`config.mk`:
```
export PLATFORM = sky130hd
export DESIGN_NAME = rob_param_flat
export DESIGN_NICKNAME = d
export VERILOG_FILES = /design/src/rtl/tomasulo_pkg.sv /design/src/rtl/rob_param_if.sv /design/src/rtl/rob_wb_arbiter.sv /design/src/rtl/rob_param.sv /design/src/flat_wrapper.sv
export SDC_FILE = /design/constraint.sdc
export NUM_CORES = 1
export LEC_CHECK = 0
export ABC_CLOCK_PERIOD_IN_PS = 5700
export CORE_MARGIN = 2
export CORE_UTILIZATION = 55
export CTS_CLUSTER_DIAMETER = 40
export DETAILED_ROUTE_END_ITERATION = 16
export PLACE_DENSITY = 0.76
export SKIP_LAST_GASP = 1
export SYNTH_ARGS = -nofsm -noshare
export SYNTH_HDL_FRONTEND = slang
export SYNTH_SLANG_ARGS = --single-unit
```
`constraint.sdc`:
```
create_clock -name clk1 -period 5.7 [get_ports clk1]
set_clock_uncertainty 0.15 [all_clocks]
set_input_delay 0.855 -clock clk1 [delete_from_list [all_inputs] [get_ports clk1]]
set_output_delay 0.855 -clock clk1 [all_outputs]
set_load 0.02 [all_outputs]
```
`src/rtl/tomasulo_pkg.sv`:
```
// Shared constants for the Tomasulo core reorder buffer.
//   ROB_DEPTH / ROB_DATA_W / ROB_REG_W / ROB_NUM_WB : default ROB geometry
//   ROB_FLAG_W                                      : per-entry status flags (valid, done, is_br, mispred)
//   CDB_ADD / CDB_MUL                               : writeback port index of each functional unit
package tomasulo_pkg;

    localparam int ROB_DEPTH  = 8;
    localparam int ROB_DATA_W = 8;
    localparam int ROB_REG_W  = 4;
    localparam int ROB_NUM_WB = 2;
    localparam int ROB_FLAG_W = 4;

    localparam int CDB_ADD = 0;
    localparam int CDB_MUL = 1;

endpackage

```
`src/rtl/rob_param_if.sv`:
```
// Bundle between the ROB and its neighbours (issue, CDB writeback, regbank).
//   master : issue / CDB side - drives allocations, writebacks and operand lookups
//   slave  : the ROB - returns allocation status, lookup results, commit and count
interface rob_param_if
    import tomasulo_pkg::*;
#(
    parameter int DEPTH  = ROB_DEPTH,
    parameter int DATA_W = ROB_DATA_W,
    parameter int REG_W  = ROB_REG_W,
    parameter int NUM_WB = ROB_NUM_WB,
    parameter int TAG_W  = $clog2(DEPTH)
);

    logic                     alloc_valid;
    logic [REG_W-1:0]         alloc_dest;
    logic                     alloc_is_br;
    logic                     alloc_ready;
    logic [TAG_W-1:0]         alloc_tag;

    logic [NUM_WB-1:0]        wb_valid;
    logic [NUM_WB*TAG_W-1:0]  wb_tag;
    logic [NUM_WB*DATA_W-1:0] wb_data;
    logic [NUM_WB-1:0]        wb_mispred;

    logic [TAG_W-1:0]         q_tag;
    logic                     q_ready;
    logic [DATA_W-1:0]        q_data;

    logic                     commit_valid;
    logic [REG_W-1:0]         commit_dest;
    logic [DATA_W-1:0]        commit_data;
    logic [TAG_W-1:0]         commit_tag;
    logic                     flush;
    logic [TAG_W:0]           count;

    modport master (
        output alloc_valid, alloc_dest, alloc_is_br,
        input  alloc_ready, alloc_tag,
        output wb_valid, wb_tag, wb_data, wb_mispred,
        output q_tag,
        input  q_ready, q_data,
        input  commit_valid, commit_dest, commit_data, commit_tag, flush, count
    );

    modport slave (
        input  alloc_valid, alloc_dest, alloc_is_br,
        output alloc_ready, alloc_tag,
        input  wb_valid, wb_tag, wb_data, wb_mispred,
        input  q_tag,
        output q_ready, q_data,
        output commit_valid, commit_dest, commit_data, commit_tag, flush, count
    );

endinterface

```
`src/rtl/rob_wb_arbiter.sv`:
```
// Priority select across the CDB writeback ports for one ROB tag.
//   wb_valid / wb_tag : per-port writeback request and target tag (flattened)
//   sel_tag           : tag this instance watches
//   hit               : at least one valid port targets sel_tag
//   port              : index of the lowest-numbered hitting port
module rob_wb_arbiter #(
    parameter int NUM_WB = 2,
    parameter int TAG_W  = 3,
    parameter int PORT_W = 1
) (
    input  logic [NUM_WB-1:0]       wb_valid,
    input  logic [NUM_WB*TAG_W-1:0] wb_tag,
    input  logic [TAG_W-1:0]        sel_tag,
    output logic                    hit,
    output logic [PORT_W-1:0]       port
);

    // Scan from the highest port down so the lowest matching port is the last write.
    always_comb begin
        hit  = 1'b0;
        port = '0;
        for (int p = NUM_WB - 1; p >= 0; p--) begin
            if (wb_valid[p] && (wb_tag[p*TAG_W +: TAG_W] == sel_tag)) begin
                hit  = 1'b1;
                port = PORT_W'(p);
            end
        end
    end

endmodule

```
`src/rtl/rob_param.sv`:
```
// Parametrised reorder buffer: in-order allocate, out-of-order CDB writeback,
// in-order single commit per cycle, full flush on a committing mispredicted branch.
//   clk1  : sole clock, rising edge
//   rst_n : asynchronous active-low reset, discards all entries
//   rob   : slave side of rob_param_if (alloc, writeback, lookup, commit, count)
module rob_param
    import tomasulo_pkg::*;
#(
    parameter int DEPTH  = ROB_DEPTH,
    parameter int DATA_W = ROB_DATA_W,
    parameter int REG_W  = ROB_REG_W,
    parameter int NUM_WB = ROB_NUM_WB,
    parameter int TAG_W  = $clog2(DEPTH)
) (
    input  logic        clk1,
    input  logic        rst_n,
    rob_param_if.slave  rob
);

    localparam int PORT_W = (NUM_WB > 1) ? $clog2(NUM_WB) : 1;

    // Pointers carry one extra wrap bit so full and empty are distinguishable.
    typedef logic [TAG_W:0] ptr_t;
    localparam ptr_t PTR_ONE = ptr_t'(1);

    ptr_t              head_q;
    ptr_t              tail_q;
    logic [TAG_W:0]    count_q;

    logic [DEPTH-1:0]  ent_valid;
    logic [DEPTH-1:0]  ent_done;
    logic [DEPTH-1:0]  ent_br;
    logic [DEPTH-1:0]  ent_mis;
    logic [REG_W-1:0]  ent_dest [DEPTH];
    logic [DATA_W-1:0] ent_data [DEPTH];

    logic [TAG_W-1:0]  head_idx;
    logic [TAG_W-1:0]  tail_idx;
    logic              full;
    logic              commit_valid;
    logic              flush;
    logic              alloc_ready;
    logic              alloc_fire;

    logic [DEPTH-1:0]  wb_hit;
    logic [PORT_W-1:0] wb_port     [DEPTH];
    logic [DATA_W-1:0] wb_sel_data [DEPTH];
    logic [DEPTH-1:0]  wb_sel_mis;

    logic              q_hit;
    logic [PORT_W-1:0] q_port;

    assign head_idx     = head_q[TAG_W-1:0];
    assign tail_idx     = tail_q[TAG_W-1:0];
    assign full         = (head_idx == tail_idx) && (head_q[TAG_W] != tail_q[TAG_W]);
    assign commit_valid = ent_valid[head_idx] && ent_done[head_idx];
    assign flush        = commit_valid && ent_br[head_idx] && ent_mis[head_idx];
    // No bypass of the slot freed by a same-cycle commit.
    assign alloc_ready  = !full && !flush;
    assign alloc_fire   = rob.alloc_valid && alloc_ready;

    // One arbiter per entry for the writeback update path.
    for (genvar e = 0; e < DEPTH; e++) begin : g_wb_arb
        rob_wb_arbiter #(
            .NUM_WB (NUM_WB),
            .TAG_W  (TAG_W),
            .PORT_W (PORT_W)
        ) u_wb_arb (
            .wb_valid (rob.wb_valid),
            .wb_tag   (rob.wb_tag),
            .sel_tag  (TAG_W'(e)),
            .hit      (wb_hit[e]),
            .port     (wb_port[e])
        );
    end

    always_comb begin
        for (int e = 0; e < DEPTH; e++) begin
            wb_sel_data[e] = rob.wb_data[int'(wb_port[e])*DATA_W +: DATA_W];
            wb_sel_mis[e]  = rob.wb_mispred[wb_port[e]];
        end
    end

    // Same arbiter reused for the operand-lookup bypass.
    rob_wb_arbiter #(
        .NUM_WB (NUM_WB),
        .TAG_W  (TAG_W),
        .PORT_W (PORT_W)
    ) u_q_arb (
        .wb_valid (rob.wb_valid),
        .wb_tag   (rob.wb_tag),
        .sel_tag  (rob.q_tag),
        .hit      (q_hit),
        .port     (q_port)
    );

    // A done entry ignores further writebacks, so its stored value takes precedence.
    always_comb begin
        rob.q_ready = 1'b0;
        rob.q_data  = '0;
        if (ent_done[rob.q_tag]) begin
            rob.q_ready = 1'b1;
            rob.q_data  = ent_data[rob.q_tag];
        end else if (q_hit) begin
            rob.q_ready = 1'b1;
            rob.q_data  = rob.wb_data[int'(q_port)*DATA_W +: DATA_W];
        end
    end

    assign rob.alloc_ready  = alloc_ready;
    assign rob.alloc_tag    = tail_idx;
    assign rob.commit_valid = commit_valid;
    assign rob.commit_dest  = commit_valid ? ent_dest[head_idx] : '0;
    assign rob.commit_data  = commit_valid ? ent_data[head_idx] : '0;
    assign rob.commit_tag   = commit_valid ? head_idx : '0;
    assign rob.flush        = flush;
    assign rob.count        = count_q;

    always_ff @(posedge clk1 or negedge rst_n) begin
        if (!rst_n) begin
            head_q    <= '0;
            tail_q    <= '0;
            count_q   <= '0;
            ent_valid <= '0;
            ent_done  <= '0;
            ent_br    <= '0;
            ent_mis   <= '0;
            for (int e = 0; e < DEPTH; e++) begin
                ent_dest[e] <= '0;
                ent_data[e] <= '0;
            end
        end else begin
            for (int e = 0; e < DEPTH; e++) begin
                if (wb_hit[e] && ent_valid[e] && !ent_done[e]) begin
                    ent_done[e] <= 1'b1;
                    ent_data[e] <= wb_sel_data[e];
                    ent_mis[e]  <= wb_sel_mis[e];
                end
            end

            if (commit_valid) begin
                ent_valid[head_idx] <= 1'b0;
                head_q              <= head_q + PTR_ONE;
            end

            // The tail entry is never valid here, so no writeback can collide with it.
            if (alloc_fire) begin
                ent_valid[tail_idx] <= 1'b1;
                ent_done[tail_idx]  <= 1'b0;
                ent_mis[tail_idx]   <= 1'b0;
                ent_br[tail_idx]    <= rob.alloc_is_br;
                ent_dest[tail_idx]  <= rob.alloc_dest;
                tail_q              <= tail_q + PTR_ONE;
            end

            // Flush overrides everything: restart empty just past the branch.
            if (flush) begin
                ent_valid <= '0;
                tail_q    <= head_q + PTR_ONE;
                count_q   <= '0;
            end else begin
                count_q <= count_q + {{TAG_W{1'b0}}, alloc_fire}
                                   - {{TAG_W{1'b0}}, commit_valid};
            end
        end
    end

endmodule

```
`src/flat_wrapper.sv`:
```
// flat-port wrapper written by rule: the top's interface ports become plain ports
module rob_param_flat import tomasulo_pkg::*;
#(
    parameter int DEPTH  = ROB_DEPTH,
    parameter int DATA_W = ROB_DATA_W,
    parameter int REG_W  = ROB_REG_W,
    parameter int NUM_WB = ROB_NUM_WB,
    parameter int TAG_W  = $clog2(DEPTH)
)
  (clk1, rst_n, rob_alloc_valid, rob_alloc_dest, rob_alloc_is_br, rob_alloc_ready, rob_alloc_tag, rob_wb_valid, rob_wb_tag, rob_wb_data, rob_wb_mispred, rob_q_tag, rob_q_ready, rob_q_data, rob_commit_valid, rob_commit_dest, rob_commit_data, rob_commit_tag, rob_flush, rob_count);
  rob_param_if #(.DEPTH(DEPTH), .DATA_W(DATA_W), .REG_W(REG_W), .NUM_WB(NUM_WB), .TAG_W(TAG_W)) rob_i ();
  input  logic clk1;
  input  logic rst_n;
  input wire logic [$bits(rob_i.alloc_valid)-1:0] rob_alloc_valid;
  input wire logic [$bits(rob_i.alloc_dest)-1:0] rob_alloc_dest;
  input wire logic [$bits(rob_i.alloc_is_br)-1:0] rob_alloc_is_br;
  output wire logic [$bits(rob_i.alloc_ready)-1:0] rob_alloc_ready;
  output wire logic [$bits(rob_i.alloc_tag)-1:0] rob_alloc_tag;
  input wire logic [$bits(rob_i.wb_valid)-1:0] rob_wb_valid;
  input wire logic [$bits(rob_i.wb_tag)-1:0] rob_wb_tag;
  input wire logic [$bits(rob_i.wb_data)-1:0] rob_wb_data;
  input wire logic [$bits(rob_i.wb_mispred)-1:0] rob_wb_mispred;
  input wire logic [$bits(rob_i.q_tag)-1:0] rob_q_tag;
  output wire logic [$bits(rob_i.q_ready)-1:0] rob_q_ready;
  output wire logic [$bits(rob_i.q_data)-1:0] rob_q_data;
  output wire logic [$bits(rob_i.commit_valid)-1:0] rob_commit_valid;
  output wire logic [$bits(rob_i.commit_dest)-1:0] rob_commit_dest;
  output wire logic [$bits(rob_i.commit_data)-1:0] rob_commit_data;
  output wire logic [$bits(rob_i.commit_tag)-1:0] rob_commit_tag;
  output wire logic [$bits(rob_i.flush)-1:0] rob_flush;
  output wire logic [$bits(rob_i.count)-1:0] rob_count;
  assign rob_i.alloc_valid = rob_alloc_valid;
  assign rob_i.alloc_dest = rob_alloc_dest;
  assign rob_i.alloc_is_br = rob_alloc_is_br;
  assign rob_alloc_ready = rob_i.alloc_ready;
  assign rob_alloc_tag = rob_i.alloc_tag;
  assign rob_i.wb_valid = rob_wb_valid;
  assign rob_i.wb_tag = rob_wb_tag;
  assign rob_i.wb_data = rob_wb_data;
  assign rob_i.wb_mispred = rob_wb_mispred;
  assign rob_i.q_tag = rob_q_tag;
  assign rob_q_ready = rob_i.q_ready;
  assign rob_q_data = rob_i.q_data;
  assign rob_commit_valid = rob_i.commit_valid;
  assign rob_commit_dest = rob_i.commit_dest;
  assign rob_commit_data = rob_i.commit_data;
  assign rob_commit_tag = rob_i.commit_tag;
  assign rob_flush = rob_i.flush;
  assign rob_count = rob_i.count;
  rob_param #(.DEPTH(DEPTH), .DATA_W(DATA_W), .REG_W(REG_W), .NUM_WB(NUM_WB), .TAG_W(TAG_W)) u_core (.clk1(clk1), .rst_n(rst_n), .rob(rob_i));
endmodule
```
==> results of run 1 <==
==> cells by family (layout without fill, tap and decap cells) <==
| kind of cell | Yosys count | count (layout) | share of synthesized area, % |
|---|---|---|---|
| flip-flops | 140 | 140 | 41.3 |
| buffers and inverters | 88 | 132 | 4.43 |
| adder cells (fa/ha/maj) | 7 | 7 | 1.12 |
| AND/OR/NAND/NOR | 213 | 213 | 13.0 |
| AO/OA/AOI/OAI | 151 | 151 | 10.7 |
| multiplexers | 169 | 169 | 27.5 |
| XOR/XNOR | 19 | 19 | 1.96 |
==> path summary, 6_finish.rpt <==
kind                                           from                   to  slack, ps
worst max-delay path                   rob_q_tag[0]        rob_q_data[0]        780
worst min-delay path            u_core.ent_dest[25]  u_core.ent_dest[25]        340
worst max register to register     u_core.head_q[2]  u_core.rob.count[2]       1710
worst min register to register  u_core.ent_dest[25]  u_core.ent_dest[25]        340
max in group asynchronous                     rst_n     u_core.head_q[0]       3890
min in group asynchronous                     rst_n  u_core.ent_dest[30]        380
==> metrics by stage <==
step,worst slack (ps),total power [mW]
2_1_floorplan,1950,3.76
3_3_place_gp,932,4.54
3_5_place_dp,736,4.66
4_1_cts,726,5.82
5_1_grt,520,6.17
6_report,778,5.83
==> critical path, cell delays in order <==
cell and delay [ps]:
clkdlybuf4s50_1 930, xnor2_1 120, nand2_1 90, nor3_1 50, buf_4 180, nor2_1 530
a22oi_1 160, a21oi_1 330, clkdlybuf4s50_1 660
==> per-layer routing <==
metal	global-route usage, %	up-vias	part of all wire, %
li1	-	2891	-
met4	11.1	0	3.1
met1	41.9	3324	43
met2	45.7	302	46
met3	6.14	61	7.4
met5	0	-	0
==> final cells by class <==
type	count	area, um^2	area share [%]
multi-input combinational	559	4600	46.9
inverter	15	56.3	0.574
clock inverter	15	178	1.81
timing repair buffer	85	815	8.30
sequential	140	3500	35.7
clock buffer	17	425	4.33
tap	188	235	2.40
==> registers in the layout, summed over array words and instances (netlist names) <==
| name | count |
|---|---|
| u_core.ent_done | 8 |
| u_core.head_q | 4 |
| u_core.rob.count | 4 |
| u_core.ent_dest | 32 |
| u_core.ent_data | 64 |
| u_core.ent_valid | 8 |
| u_core.ent_br | 8 |
| u_core.tail_q | 4 |
| u_core.ent_mis | 8 |
==> cell usage in the layout (no fill, tap or decap), drive strengths merged, types with 17 or more instances in the layout <==
| master | n |
|---|---|
| clkdlybuf4s50 | 69 |
| o21ai | 46 |
| nor2b | 17 |
| clkbuf | 17 |
| mux2 | 44 |
| nor2 | 64 |
| a21oi | 57 |
| nand2 | 71 |
| mux4 | 39 |
| mux2i | 86 |
| inv | 23 |
| dfrtp | 140 |
==> power groups by stage <==
stage | logic [mW] | registers, mW | clock network (mW)
after CTS | 2.74 | 1.93 | 1.15
after floorplan | 2.02 | 1.74 | 0
after detailed placement | 2.72 | 1.94 | 0
after global routing | 2.98 | 2.00 | 1.19
after global placement | 2.63 | 1.90 | 0
final | 2.74 | 1.95 | 1.14
==> impl_metrics.yaml, run 1 <==
timing:
  rsz0062_at_grt: "false"
  hold_ws_ps: 345
  tightest_slew_ps: 949
  setup_tns_ps: 0
  min_period_ps: 4920
  finalSetupViolations: 0
  max_freq_mhz: 203
  report.final.slew_viol_count: 0
  hold_violations: 0
  slew_headroom_pct: 36.8
  period_share_pct: 86.4
route:
  wl_per_cell_um: 22.7
  antenna_left: 0
  vias_per_cell: 6.46
  vias: 6578
  drc: 0
  dr.pass1.iters: 5
  drt-total-wl_um: 23100
  drt_iter0_markers: 709
critical_path:
  startpoint_type: "input port"
  cp.required_ps: 4700
  crit_type: "input port to primary output"
  reg2reg_depth: 11
  cp-end-kind: "primary output"
  cp_max_fo: 11
  arrival_ps: 3920
floorplanning:
  ios: 71
  fp.dieH_um: 128
  rows: 45
  initial_core_util_pct: 56.0
  core_region_area_mm2: 0.0151
  dieArea_mm2: 0.0164
  dieWidth_um: 128
yosys:
  ys_seq_area_share_pct: 41.3
  synth_seq_cells: 140
  synth_fp_nets: 831
  syn_avg_cell_area_um2: 10.8
  synth_top_area_share_pct: 41.3
  synth-main-ff-cell: "dfrtp_1"
  ys_types: 55
  syn_area_mm2: 0.00848
  synth.area.top_cells: "dfrtp_1, mux4_2, mux2i_1"
  synth_top_cell_by_area: "dfrtp_1"
  synth_commonest_cells: "dfrtp_1, mux2i_1, nand2_1"
  synth_warnings: 0
  synth-edff-count: 0
  synth_cells: 787
  yosysMostFrequentCell: "dfrtp_1"
  synthArstFlopShare_pct: 100
cts:
  holdBufCountCts: 0
  clk_path_buf_depth: 2
  cts_resized: 0
  cts_tree: "yes"
  cts_setup_buffers: 0
  cts_buffers: 17
  insertion_delay_ps: 430
  clkSinkCount: 140
  clockRootBuffer: "clkbuf_16"
  path_clk_slew_ps: 70
  htree_levels: 4
grt:
  grt_usage_pct: 29.7
  grt_max_degree: 101
  grt_pass1_vias: 6684
  grt_pass1_wl_um: 36900
  overflow: 0
  antenna_found_initial: 0
cells_and_area:
  fin_area_mm2: 0.00982
  num_antenna_cells: 0
  area_growth_pct: 15.7
  utilization_pct: 64.8
  drive_gt1_share_pct: 16.8
  layoutNonFillerInstCount: 1019
  fill_cells: 1136
  final_nets: 862
placement:
  dp_cells: 987
  port_buffers: 70
  post-dp-hpwl_um: 15300
  placed_area_mm2: 0.00921
  gp_congestion: 0.930
pwr:
  p_switching_mw: 2.30
  p_int_mw: 3.53
  seqPwrFrac_pct: 33.4
  leakagePower_nw: 4.53
  swShare_pct: 39.5
  pwr-share-clk_pct: 19.5
  combPwrFrac_pct: 47.0
  ir_drop_mv: 0.373
  powerDensity_mw_per_mm2: 594
worst_hold_path:
  hold_class: "flip-flop to flip-flop"
  hold_depth: 1
status:
  outcome: "completed"
job:
  cap_violations: 0
(Power assumes the default switching activity.)
==> run 2: changes to the inputs <==
- PLACE_DENSITY: 0.76 -> 0.72
==> impl_metrics.yaml, run 2 (same netlist as run 1, synthesis figures left out) <==
floorplanning:
  initial_core_util_pct: 56.0
  dieWidth_um: 128
  rows: 45
  fp.dieH_um: 128
  dieArea_mm2: 0.0164
  core_region_area_mm2: 0.0151
  ios: 71
route:
  drt_iter0_markers: 678
  antenna_left: 0
  dr.pass1.iters: 5
  vias_per_cell: 6.45
  drt-total-wl_um: 23400
  wl_per_cell_um: 23.0
  vias: 6576
  drc: 0
timing:
  tightest_slew_ps: 1080
  min_period_ps: 5090
  period_share_pct: 89.3
  finalSetupViolations: 0
  hold_ws_ps: 333
  setup_tns_ps: 0
  hold_violations: 0
  max_freq_mhz: 197
  slew_headroom_pct: 28.0
  report.final.slew_viol_count: 0
  rsz0062_at_grt: "false"
status:
  outcome: "completed"
cts:
  clk_path_buf_depth: 2
  htree_levels: 4
  cts_buffers: 17
  cts_tree: "yes"
  cts_resized: 0
  clkSinkCount: 140
  insertion_delay_ps: 430
  clockRootBuffer: "clkbuf_16"
  holdBufCountCts: 0
  cts_setup_buffers: 0
  path_clk_slew_ps: 70
cells_and_area:
  layout_commonest_cell: "dfrtp_1"
  most-common-layout-cells: "dfrtp_1, mux2i_1, nand2_1, clkdlybuf4s50_1, nor2_1"
  largest_register_ffs: 64
  multi_input_area_mm2: 0.00460
  utilization_pct: 64.8
  drive_gt1_share_pct: 16.8
  fill_cells: 1162
  area_growth_pct: 15.7
  num_antenna_cells: 0
  final_nets: 862
  top_regs: "u_core.ent_data x64, u_core.ent_dest x32"
  regArea_mm2: 0.00350
  regMostFlops: "u_core.ent_data"
job:
  cap_violations: 0
grt:
  antenna_found_initial: 0
  grt_pass1_vias: 6657
  overflow: 0
  grt_pass1_wl_um: 37800
  grt_max_degree: 87
  grt_usage_pct: 30.4
worst_hold_path:
  hold_class: "input port to asynchronous set/reset pin"
pwr:
  ir_drop_mv: 0.297
  leakagePower_nw: 4.53
  powerDensity_mw_per_mm2: 593
critical_path:
  cp_max_fo: 21
  critPathBufInv: 1
  arrival_ps: 4080
  crit_type: "flip-flop to primary output"
  path_cells: "nand3_1 > o21ai_1 > o221ai_4 > a2111oi_0 > clkdlybuf4s50_1"
  critPathTopFamily: "compound AO/OA/AOI/OAI gates"
  cp_slowest_cell: "dfrtp_1"
  cp-end-kind: "primary output"
  startpoint_type: "flip-flop"
  cp.required_ps: 4700
  max_stage_delay_ps: 1060
placement:
  port_buffers: 70
  post-dp-hpwl_um: 15500
  gp_congestion: 0.922
## run 2: changes by cell type in the layout (fill, tap and decap cells not counted), sizes merged
cell / delta
inv: +1
clkinv: +1
bufinv: -1
clkinvlp: -1
## run 2: per-stage QoR
stage / instances / power, mW / setup slack (ps) / instance area, um^2
after floorplan: 787 / 3.76 / 1950 / 8480
after global placement: 987 / 4.54 / 1090 / 9210
after detailed placement: 987 / 4.65 / 912 / 9210
after CTS: 1019 / 5.80 / 837 / 9810
after global routing: 1019 / 6.16 / 639 / 9810
final: 1019 / 5.82 / 612 / 9810
## run 2: report_power, final
part	total, mW	switching [mW]	internal [mW]
Sequential	1.98	0.491	1.49
Combinational	2.72	1.34	1.38
Clock	1.12	0.498	0.623
## run 2: metal layers
metal | share of wire (%) | vias up | global-route usage [%] | wire length, um
met4 | 2.6 | 0 | 11.7 | 611
li1 | - | 2893 | - | -
met2 | 47 | 297 | 47.4 | 11000
met1 | 43 | 3331 | 41.6 | 9980
met5 | 0 | - | 0 | 0
met3 | 7.6 | 55 | 6.97 | 1780
## run 2: worst paths after layout
check,start,endpoint,slack [ps],cells after the start
worst max-delay path,u_core.head_q[2],rob_commit_data[4],610,5
worst min-delay path,rst_n,u_core.ent_dest[26],330,1
worst max register to register,u_core.head_q[2],u_core.ent_dest[4],1490,7
worst min register to register,u_core.ent_br[1],u_core.ent_br[1],340,1
max in group asynchronous,rst_n,u_core.ent_data[38],3840,2
min in group clk1,u_core.ent_br[1],u_core.ent_br[1],340,1
## run 2: layout make-up
cell class                 instances  share of cell area, %
multi-input combinational        559                   46.9
sequential                       140                   35.7
timing repair buffer              85                   8.30
clock buffer                      17                   4.34
tap                              188                   2.40
clock inverter                    15                   1.73
inverter                          15                  0.574
==> run 3: changes to the inputs <==
- ABC_CLOCK_PERIOD_IN_PS: 5700 -> 4300
- CORE_UTILIZATION: 55 -> 53
- PLACE_DENSITY: 0.72 -> 0.73
- clock period: 5.7 -> 4.3 ns (I/O delays scaled with it)
==> impl_metrics.yaml, run 3 (same netlist as run 1, synthesis figures left out) <==
cells_and_area:
  drive_gt1_share_pct: 17.7
  top_regs: "u_core.ent_data x64, u_core.ent_dest x32"
  final_nets: 873
  most-common-layout-cells: "dfrtp_1, mux2i_1, nand2_1, clkdlybuf4s50_1, nor2_1"
  fin_area_mm2: 0.00987
  num_antenna_cells: 0
  layout_commonest_cell: "dfrtp_1"
  area_growth_pct: 16.4
  regMostFlops: "u_core.ent_data"
  largest_register_ffs: 64
timing:
  max_freq_mhz: 240
  report.final.slew_viol_count: 0
  setup_tns_ps: 0
  period_share_pct: 96.9
  hold_ws_ps: 175
  tightest_slew_ps: 1020
  finalSetupViolations: 0
  slew_headroom_pct: 31.7
  min_period_ps: 4170
  hold_violations: 0
  rsz0062_at_grt: "false"
grt:
  grt_max_degree: 109
  antenna_found_initial: 0
  grt_pass1_wl_um: 37500
  overflow: 0
  grt_usage_pct: 29.4
  grt_pass1_vias: 6759
pwr:
  seqPwrFrac_pct: 33.7
  pwr-share-clk_pct: 17.0
  p_int_mw: 4.60
  leakagePower_nw: 4.55
  powerDensity_mw_per_mm2: 773
  p_switching_mw: 3.04
  swShare_pct: 39.8
  combPwrFrac_pct: 49.3
  ir_drop_mv: 0.394
floorplanning:
  fp.dieH_um: 130
  dieArea_mm2: 0.0170
  ios: 71
  dieWidth_um: 130
  initial_core_util_pct: 53.8
  core_region_area_mm2: 0.0158
  rows: 46
cts:
  path_clk_slew_ps: 60
  clk_path_buf_depth: 2
  clkSinkCount: 140
  cts_tree: "yes"
  insertion_delay_ps: 430
  holdBufCountCts: 0
  clockRootBuffer: "clkbuf_16"
  cts_buffers: 17
  htree_levels: 4
critical_path:
  critPathBufInv: 3
  critPathTopFamily: "buffers and inverters"
  cp_max_fo: 20
  max_stage_delay_ps: 660
  r2r_setup_slack_ps: 810
  startpoint_type: "flip-flop"
  path_common_cell: "buf_4"
  cp_slowest_cell: "clkdlybuf4s50_1"
  cp.required_ps: 3500
  arrival_ps: 3370
  path_cells: "buf_4 > nand2b_1 > a31o_2 > a41oi_1 > nor4_4 > buf_4 > clkdlybuf4s50_1"
  crit_type: "flip-flop to primary output"
  cp-end-kind: "primary output"
route:
  vias: 6604
  dr.pass1.iters: 5
  wl_per_cell_um: 22.5
  drt_iter0_markers: 706
  vias_per_cell: 6.25
  drc: 0
  antenna_left: 0
  drt-total-wl_um: 23800
status:
  outcome: "completed"
worst_hold_path:
  hold_class: "input port to asynchronous set/reset pin"
placement:
  port_buffers: 70
  placed_area_mm2: 0.00936
  post-dp-hpwl_um: 15700
  gp_congestion: 0.893
job:
  cap_violations: 0
-- run 3: cell count changes in the layout (fill, tap and decap cells not counted), sizes merged --
cell,before,now
clkinv,3,9
inv,24,15
bufinv,1,0
clkbuf,17,20
buf,16,27
-- run 3: final cells by class --
cell class	count	area (um^2)
Fill cell	1268	5900
Sequential cell	140	3510
Tap cell	216	270
Clock inverter	11	75.1
Clock buffer	20	437
Timing Repair Buffer	96	922
Multi-Input combinational cell	559	4610
Inverter	15	56.3
-- run 3: timing repair --
item	in CTS	in global routing
endpoints found under the setup margin	1	2
endpoints found under the hold margin	0	0
buffers inserted	0	0
resized for setup	1	2
-- run 3: through the flow --
step | util [%] | instances | setup WS, ps | total power [mW]
after detailed placement | 59.3 | 1026 | 323 | 6.27
after global routing | 62.6 | 1057 | 44.3 | 8.08
after floorplan | - | 787 | 865 | 4.99
final | 62.6 | 1057 | 134 | 7.64
after CTS | 62.6 | 1057 | 99.9 | 7.61
after global placement | 59.3 | 1026 | 347 | 6.09
-- run 3: worst reg2reg max path, delay by kind of cell (launching register included) --
kind / cells / cell delay [ps]
xor gates and xnor gates: 1 / 170
DFF: 1 / 530
and+or+nand+nor: 4 / 880
buffers and inverters: 2 / 660
AOI/OAI and AO/OA: 2 / 360
adders and majority gates: 2 / 630
-- run 3: final timing paths --
path                                startpoint             endpoint  cells past startpoint
max                           u_core.head_q[2]            rob_flush                      7
min                                      rst_n  u_core.ent_dest[26]                      1
max reg2reg                   u_core.head_q[2]  u_core.rob.count[2]                     11
min reg2reg                u_core.ent_dest[27]  u_core.ent_dest[27]                      1
max in group asynchronous                rst_n     u_core.head_q[1]                      2
min in group clk1          u_core.ent_dest[27]  u_core.ent_dest[27]                      1
-- run 3: routing by layer --
metal,GRT usage [%],share of wire (%),wire (um),vias to the layer above
met5,0,0,0,-
met4,10.7,2.0,481,0
met3,6.72,8.0,1900,47
met2,44.6,47,11300,308
met1,42.0,42,10100,3343
li1,-,-,-,2906
-- run 3: power groups by stage --
| stage | sequential (mW) | clock (mW) | combinational (mW) |
|---|---|---|---|
| 2_1_floorplan | 2.30 | 0 | 2.68 |
| 3_3_place_gp | 2.50 | 0 | 3.59 |
| 3_5_place_dp | 2.55 | 0 | 3.71 |
| 4_1_cts | 2.54 | 1.31 | 3.76 |
| 5_1_grt | 2.63 | 1.37 | 4.07 |
| 6_report | 2.57 | 1.30 | 3.76 |
